[src/rtl/hazard_pkg.sv]
// ---------------------------------------------------------------------------
// hazard_pkg
// Shared definitions for the hazard scoreboard: register tag width,
// operand-forwarding mux selects, multi-cycle timer state encoding and the
// tag of integer register x0 (the only register that never carries a hazard).
// Ports: none (package).
// ---------------------------------------------------------------------------
package hazard_pkg;

  // Architectural register index width; the extra tag MSB selects the FP file.
  localparam int REG_AW_DEF = 5;
  localparam int TAG_W      = REG_AW_DEF + 1;

  // Execute-stage operand mux selects.
  localparam logic [1:0] FWD_RF = 2'b00;
  localparam logic [1:0] FWD_W  = 2'b01;
  localparam logic [1:0] FWD_M  = 2'b10;

  // Multi-cycle operation timer states.
  typedef enum logic {
    S_IDLE = 1'b0,
    S_BUSY = 1'b1
  } mdu_state_e;

  // Integer x0 is hard-wired zero; FP f0 ({1'b1, 0}) is a real register.
  localparam logic [TAG_W-1:0] INT_X0_TAG = '0;

endpackage

[src/rtl/hazard_mdu_timer.sv]
// ---------------------------------------------------------------------------
// hazard_mdu_timer
// Times a multi-cycle (M-extension / FPU) operation held in Execute so that
// it occupies the stage for exactly MDU_LAT non-frozen cycles.
// Ports:
//   clk, rst_n    clock, asynchronous active-low reset
//   i_start       Execute holds a multi-cycle op
//   i_freeze      data memory wait state; timer holds its state
//   o_mduStall    Execute must be held this cycle (combinational)
//   o_mduBusy     timer is in BUSY (registered)
// ---------------------------------------------------------------------------
module hazard_mdu_timer
  import hazard_pkg::*;
#(
  parameter int MDU_LAT = 4
) (
  input  logic clk,
  input  logic rst_n,
  input  logic i_start,
  input  logic i_freeze,
  output logic o_mduStall,
  output logic o_mduBusy
);

  localparam bit MULTI = (MDU_LAT > 1);
  localparam int CNT_W = (MDU_LAT > 1) ? $clog2(MDU_LAT) : 1;
  // The IDLE cycle that accepts the op already counts as the first cycle,
  // and the final BUSY cycle with cnt==0 releases, hence the -2.
  localparam logic [CNT_W-1:0] CNT_LOAD = CNT_W'((MDU_LAT > 1) ? (MDU_LAT - 2) : 0);

  mdu_state_e       r_state;
  logic [CNT_W-1:0] r_cnt;
  logic             r_mduBusy;

  // Single FSM block: state, countdown and the registered busy flag.
  always_ff @(posedge clk or negedge rst_n) begin
    if (!rst_n) begin
      r_state   <= S_IDLE;
      r_cnt     <= '0;
      r_mduBusy <= 1'b0;
    end else if (!i_freeze) begin
      case (r_state)
        S_IDLE: begin
          if (i_start && MULTI) begin
            r_state   <= S_BUSY;
            r_cnt     <= CNT_LOAD;
            r_mduBusy <= 1'b1;
          end
        end
        S_BUSY: begin
          if (r_cnt == '0) begin
            r_state   <= S_IDLE;
            r_mduBusy <= 1'b0;
          end else begin
            r_cnt <= r_cnt - CNT_W'(1);
          end
        end
        default: begin
          r_state   <= S_IDLE;
          r_mduBusy <= 1'b0;
        end
      endcase
    end
  end

  // Stall must assert in the very cycle the op enters Execute, so it is
  // decoded from the current state rather than registered.
  assign o_mduStall = (r_state == S_IDLE) ? (i_start && MULTI) : (r_cnt != '0);
  assign o_mduBusy  = r_mduBusy;

endmodule

[src/rtl/hazard_scoreboard.sv]
// ---------------------------------------------------------------------------
// hazard_scoreboard
// Hazard controller for the 5-stage pipeline: operand forwarding selects,
// load-use detection, multi-cycle op timing and stall/flush sequencing for
// the F/D/E/M/W pipeline registers. Integer and FP registers share one tag
// space (tag MSB = FP).
// Ports:
//   clk, rst_n                      clock, asynchronous active-low reset
//   D_Rs, D_SrcValid                Decode source tags / source-used flags
//   E_Rs                            Execute source tags
//   E_Rd, M_Rd, W_Rd, *_RegWrite    destination tags and write enables
//   E_IsLoad, E_MulDiv, E_PCSrc     Execute holds load / multi-cycle op / taken branch
//   M_MemStall                      data memory not ready
//   Forward_E                       per-source mux select (00 RF, 01 W, 10 M)
//   F/D/E/M_Stall, D/E/M/W_Flush    pipeline register controls
//   mdu_busy                        multi-cycle timer in BUSY
// ---------------------------------------------------------------------------
module hazard_scoreboard
  import hazard_pkg::*;
#(
  parameter int REG_AW  = 5,
  parameter int NSRC    = 3,
  parameter int MDU_LAT = 4
) (
  input  logic                         clk,
  input  logic                         rst_n,
  input  logic [NSRC*(REG_AW+1)-1:0]   D_Rs,
  input  logic [NSRC-1:0]              D_SrcValid,
  input  logic [NSRC*(REG_AW+1)-1:0]   E_Rs,
  input  logic [REG_AW:0]              E_Rd,
  input  logic [REG_AW:0]              M_Rd,
  input  logic [REG_AW:0]              W_Rd,
  input  logic                         E_RegWrite,
  input  logic                         M_RegWrite,
  input  logic                         W_RegWrite,
  input  logic                         E_IsLoad,
  input  logic                         E_MulDiv,
  input  logic                         E_PCSrc,
  input  logic                         M_MemStall,
  output logic [2*NSRC-1:0]            Forward_E,
  output logic                         F_Stall,
  output logic                         D_Stall,
  output logic                         E_Stall,
  output logic                         M_Stall,
  output logic                         D_Flush,
  output logic                         E_Flush,
  output logic                         M_Flush,
  output logic                         W_Flush,
  output logic                         mdu_busy
);

  localparam int TW = REG_AW + 1;
  localparam logic [TW-1:0] X0_TAG = TW'(INT_X0_TAG);

  logic [NSRC-1:0]   w_luHit;
  logic [2*NSRC-1:0] w_fwd;
  logic              w_loadUse;
  logic              w_mduStall;
  logic              w_mduBusy;

  hazard_mdu_timer #(
    .MDU_LAT (MDU_LAT)
  ) u_mdu_timer (
    .clk        (clk),
    .rst_n      (rst_n),
    .i_start    (E_MulDiv),
    .i_freeze   (M_MemStall),
    .o_mduStall (w_mduStall),
    .o_mduBusy  (w_mduBusy)
  );

  // Per-source comparators: forwarding for Execute, load-use match for Decode.
  for (genvar gi = 0; gi < NSRC; gi++) begin : g_src
    logic [TW-1:0] w_eSrc;
    logic [TW-1:0] w_dSrc;
    logic          w_mHit;
    logic          w_wHit;

    assign w_eSrc = E_Rs[gi*TW +: TW];
    assign w_dSrc = D_Rs[gi*TW +: TW];
    assign w_mHit = M_RegWrite && (M_Rd != X0_TAG) && (w_eSrc == M_Rd);
    assign w_wHit = W_RegWrite && (W_Rd != X0_TAG) && (w_eSrc == W_Rd);
    // M holds the younger result, so it wins over W.
    assign w_fwd[gi*2 +: 2] = w_mHit ? FWD_M : (w_wHit ? FWD_W : FWD_RF);
    assign w_luHit[gi]      = D_SrcValid[gi] && (w_dSrc == E_Rd);
  end

  assign w_loadUse = E_IsLoad && E_RegWrite && (E_Rd != X0_TAG) && (|w_luHit);

  // Priority: memory wait > multi-cycle op > taken branch > load-use.
  // During reset every stage is loaded with a bubble.
  always_comb begin
    Forward_E = w_fwd;
    F_Stall   = 1'b0;
    D_Stall   = 1'b0;
    E_Stall   = 1'b0;
    M_Stall   = 1'b0;
    D_Flush   = 1'b0;
    E_Flush   = 1'b0;
    M_Flush   = 1'b0;
    W_Flush   = 1'b0;
    if (!rst_n) begin
      Forward_E = '0;
      D_Flush   = 1'b1;
      E_Flush   = 1'b1;
      M_Flush   = 1'b1;
      W_Flush   = 1'b1;
    end else if (M_MemStall) begin
      // A taken branch waits here; it is still in Execute when the stall drops.
      F_Stall = 1'b1;
      D_Stall = 1'b1;
      E_Stall = 1'b1;
      M_Stall = 1'b1;
      W_Flush = 1'b1;
    end else if (w_mduStall) begin
      F_Stall = 1'b1;
      D_Stall = 1'b1;
      E_Stall = 1'b1;
      M_Flush = 1'b1;
    end else if (E_PCSrc) begin
      D_Flush = 1'b1;
      E_Flush = 1'b1;
    end else if (w_loadUse) begin
      F_Stall = 1'b1;
      D_Stall = 1'b1;
      E_Flush = 1'b1;
    end
  end

  assign mdu_busy = w_mduBusy;

endmodule

[config.mk]
export PLATFORM = sky130hd
export DESIGN_NAME = hazard_scoreboard
export DESIGN_NICKNAME = d
export VERILOG_FILES = /design/src/rtl/hazard_pkg.sv /design/src/rtl/hazard_mdu_timer.sv /design/src/rtl/hazard_scoreboard.sv
export SDC_FILE = /design/constraint.sdc
export NUM_CORES = 1
export LEC_CHECK = 0
export BUFFER_PORTS_ARGS = -buffer_cell sky130_fd_sc_hd__buf_2
export CAP_MARGIN = 20
export CORE_MARGIN = 5
export CORE_UTILIZATION = 41
export CTS_BUF_LIST = sky130_fd_sc_hd__clkbuf_2 sky130_fd_sc_hd__clkbuf_4 sky130_fd_sc_hd__clkbuf_8
export CTS_CLUSTER_SIZE = 10
export DETAILED_ROUTE_END_ITERATION = 8
export PLACE_DENSITY = 0.94
export SYNTH_ARGS = -nofsm -noshare
export SYNTH_HDL_FRONTEND = slang
export SYNTH_SLANG_ARGS = --single-unit
[constraint.sdc]
create_clock -name clk -period 2.1 [get_ports clk]
set_input_delay 0.315 -clock clk [delete_from_list [all_inputs] [get_ports clk]]
set_output_delay 0.315 -clock clk [all_outputs]
set_load 0.02 [all_outputs]
==> results <==
- The initial utilization of the core area, before any placement, comes to 42.0%.
- The share of synthesized area occupied by flip-flops and latches is 9.80%.
- The overall die area is 3590 um2.
- The row count is 18.
- The portion of the clock cycle consumed by the worst path in the final layout is 98.1%.
- The number of global-route vias before repair was 1245.
- The violation count after the first detailed-routing iteration is 52.
- Per report_power, the combinational group accounts for 71.6% of the total.
- Measured against its own limit, the worst slew margin works out to 70.1%.
- The logic depth of the worst register-to-register path is 5.
- Summed over all layers, the global routing overflow is 0.
- The clock skew after layout is 0.000408 ns.
- The data arrival time of the critical path is 1.75 ns.
- Entering global routing, the biggest net connects 15 pins.
- The area taken by flip-flops and latches is 100 um2.
- The antenna diode count is 0.
- The number of detailed-route iterations in the first pass is 4.
- The HPWL after detailed placement is 2.96 mm.
- After detailed routing, the average wire length per cell comes to 14.2 um.
- A synthesized cell averages 8.10 um2.
- The total routing resource utilization after global routing is 18.7%.
- Across all layers, the routed design uses 1248 vias.
- The clock root buffer master is clkbuf_4.
- The worst hold slack is 0.426 ns.
- Setup violations remaining at the end of the flow were counted as 0.
- Summing all placed instances gives a cell area of 1460 um2.
- The final wirelength is 3.46 mm.
- The TritonCTS clock tree is yes.
- At the end of the flow the core is filled with cells to 66.1%.
- The floorplan step set the die height to 59.9 um.
- The kind of path behind the tightest hold check is input pin to flop.
- The congestion estimate from routability-driven global placement came to 0.894.
- The share of total power dissipated in the clock network is 10.8%.
- The biggest area contributor in the post-synthesis netlist is xnor2_1.
- The analysis attributes to net switching a power of 387 uW.
- Ranked by total cell area, the synthesized netlist is headed by xnor2_1, xor2_1, dfrtp_1, nand4_1, nor4_1.
- Fill cells in the final layout number 223.
- STA puts the critical path data required time at 1.78 ns.
- The area growth from synthesis to layout is 57.5%.
- The sequential fraction of design power is 17.6%.
- The initial antenna violation count is 0.
- The endpoint kind of the worst setup timing path is an output port.
- The analysis attributes to cell leakage a power of 0.722 nW.
- The largest driver fanout on the critical path is 5.
- In this run the deepest clock path goes through 2 buffers.
- OpenSTA, run right after detailed placement, puts the worst setup slack at 0.100 ns.
- Across all setup checks in the final design, the least slack found is 0.0390 ns.
- The critical path is of the flop to output port type.
- The floorplan step set the die width to 59.9 um.
- The post-layout minimum cycle time is 2.06 ns.
- Clock-pin slew was measured on the worst setup and hold paths at 0.04 ns.
- The run finished with clean final reports.
- The number of CTS-inserted buffers is 3.
- The type of origin of the critical path is a flop.
- The final layout contains 282 nets.
- The cell area after layout is 1610 um2.
- Across the run, the number of max-cap violations was 0.
- The count of final hold-check violations is 0.
- The number of nets handed over by synthesis was 193.
- IR analysis of the VDD net gives a maximum drop of 0.000516 V.
- The post-synthesis sequential element count is 4.
- The count of mapped cells out of synthesis is 126.
- The ratio of total power to cell area is 536 nW/um2.
- The area inside the core boundary is 2430 um2.
- The maximum frequency from static timing analysis is 485 MHz.
- The distinct cell type count of the synthesized netlist is 33.
- The switching power share of the total is 44.9%.
- The share of the synthesized area in the top cell type is 28.3%.
- The count of boundary I/O pins is 81.
- The cell area after synthesis is 1020 um2.
- The via density per instance is 5.14.
- The internal portion of the total power is 475 uW.
- The count of final max-slew check failures is 0.
- The area of the multi-input gates is 946 um2.
- For the pin with the worst max-slew slack, the measured transition is 0.445 ns.
- CTS saw 4 sinks.
- The fraction of final layout cells with drive strength greater than 1 is 48.8%.
- The first global-routing pass estimated 5.24 mm of wire.
- The post-detailed-route count of antenna-violating nets is 0.
- The level count of the clock H-tree is 1.
- The completed layout was analyzed and its total power is 862 uW.
- Setup repair after global routing could not meet its margin everywhere.
- The number of synthesis warnings is 0.
- The worst hold path passes through 2 cells.
- The latest clock arrival within the worst-skew pair is 0.23 ns.
- After detailed routing, the number of remaining DRC violations is 0.
- The count of buffers from port buffering is 80.
## cells in the mapped netlist (all sizes together)
| library cell | count |
|---|---|
| o21ai | 4 |
| o41ai | 1 |
| a211oi | 1 |
| dfrtp | 4 |
| o22a | 1 |
| o311a | 1 |
| a21oi | 6 |
| or4 | 3 |
| nand4 | 5 |
| o22ai | 1 |
| o2bb2ai | 1 |
| and2 | 5 |
| nor3 | 5 |
| and4 | 1 |
| or3 | 1 |
| nor4 | 6 |
| o31ai | 1 |
| o311ai | 1 |
| ha | 1 |
| nand3 | 6 |
| clkbuf | 1 |
| buf | 1 |
| inv | 6 |
| nor2 | 4 |
| xor2 | 21 |
| nor2b | 2 |
| xnor2 | 33 |
| nand2 | 2 |
| a21boi | 1 |
## per-layer routing
metal	part of all wire [%]	global-route usage (%)
met4	1.1	6.33
met5	0	0
met2	53	35.0
met3	10	3.24
met1	36	20.9
## area by class of cell
cell class                 count  share of cell area, %
multi-input combinational    114                   58.8
inverter                       6                   1.40
clock buffer                   3                   1.40
tap                           30                   2.33
timing repair buffer          86                   29.8
sequential                     4                   6.23
## power groups by stage
| stage | logic [mW] | clock network, mW | registers [mW] |
|---|---|---|---|
| 5_1_grt | 0.686 | 0.0977 | 0.157 |
| 4_1_cts | 0.544 | 0.0976 | 0.146 |
| 3_3_place_gp | 0.484 | 0 | 0.143 |
| 6_report | 0.617 | 0.0926 | 0.152 |
| 2_1_floorplan | 0.319 | 0 | 0.148 |
| 3_5_place_dp | 0.502 | 0 | 0.146 |
## sequential cells by signal, indices dropped and copies added, names as in the netlist
register	cells
u_mdu_timer.r_state	1
u_mdu_timer.r_cnt	2
u_mdu_timer.o_mduBusy	1
## kinds of logic after synthesis
logic type               Yosys count  share of synthesized area, %
XOR/XNOR                          54                          46.3
AND/OR/NAND/NOR                   40                          24.4
AO/OA/AOI/OAI                     19                          15.0
buffers and inverters              8                          3.31
flip-flops                         4                          9.80
adder cells (fa/ha/maj)            1                          1.23
## what timing repair did
item,4_1_cts,5_1_grt
pin swaps,1,5
endpoints found under the hold margin,4,0
endpoints found under the setup margin,3,6
gates resized for setup,6,17
hold buffers,1,0
buffers inserted,0,5
## stage by stage
step | std cells | TNS (ns)
floorplan | 126 | 0
global placement | 234 | 0
detailed placement | 234 | 0
CTS | 238 | 0
global route | 243 | -0.0333
finish | 243 | 0
## placed cells by master (no fill, tap or decap), types with 2 or more instances in the layout
cell      Yosys  routed
dfrtp_1       4       4
nor2_1        4       4
inv_2         0       2
xnor2_1      33      33
nor3_2        2       2
buf_2         0      72
clkbuf_4      0       4
nor4_2        1       2
or4_1         2       2
nor4_1        5       4
and2_1        4       4
nand4_1       5       5
nand2_1       2       2
o21ai_0       4       4
buf_4         1      10
nand3_1       6       6
nor3_1        3       3
xor2_1       21      21
a21oi_1       6       5
inv_1         6       4
## final timing paths
check                                         to  slack, ns            startpoint
min                          u_mdu_timer.r_state       0.43            M_MemStall
min reg2reg                 u_mdu_timer.r_cnt[1]       0.55   u_mdu_timer.r_state
min in group asynchronous   u_mdu_timer.r_cnt[1]       0.48                 rst_n
max in group asynchronous  u_mdu_timer.o_mduBusy       1.46                 rst_n
max                                      E_Flush       0.04  u_mdu_timer.r_cnt[0]
max reg2reg                  u_mdu_timer.r_state       0.73  u_mdu_timer.r_cnt[0]
## worst max-delay path: stages, from the launching register on
cell,delay [ns]
dfrtp_1,0.40
inv_2,0.09
ha_4,0.15
nor2b_4,0.05
or3_4,0.40
o2bb2ai_1,0.14
a21oi_1,0.13
buf_4,0.16
(Power assumes the default switching activity.)
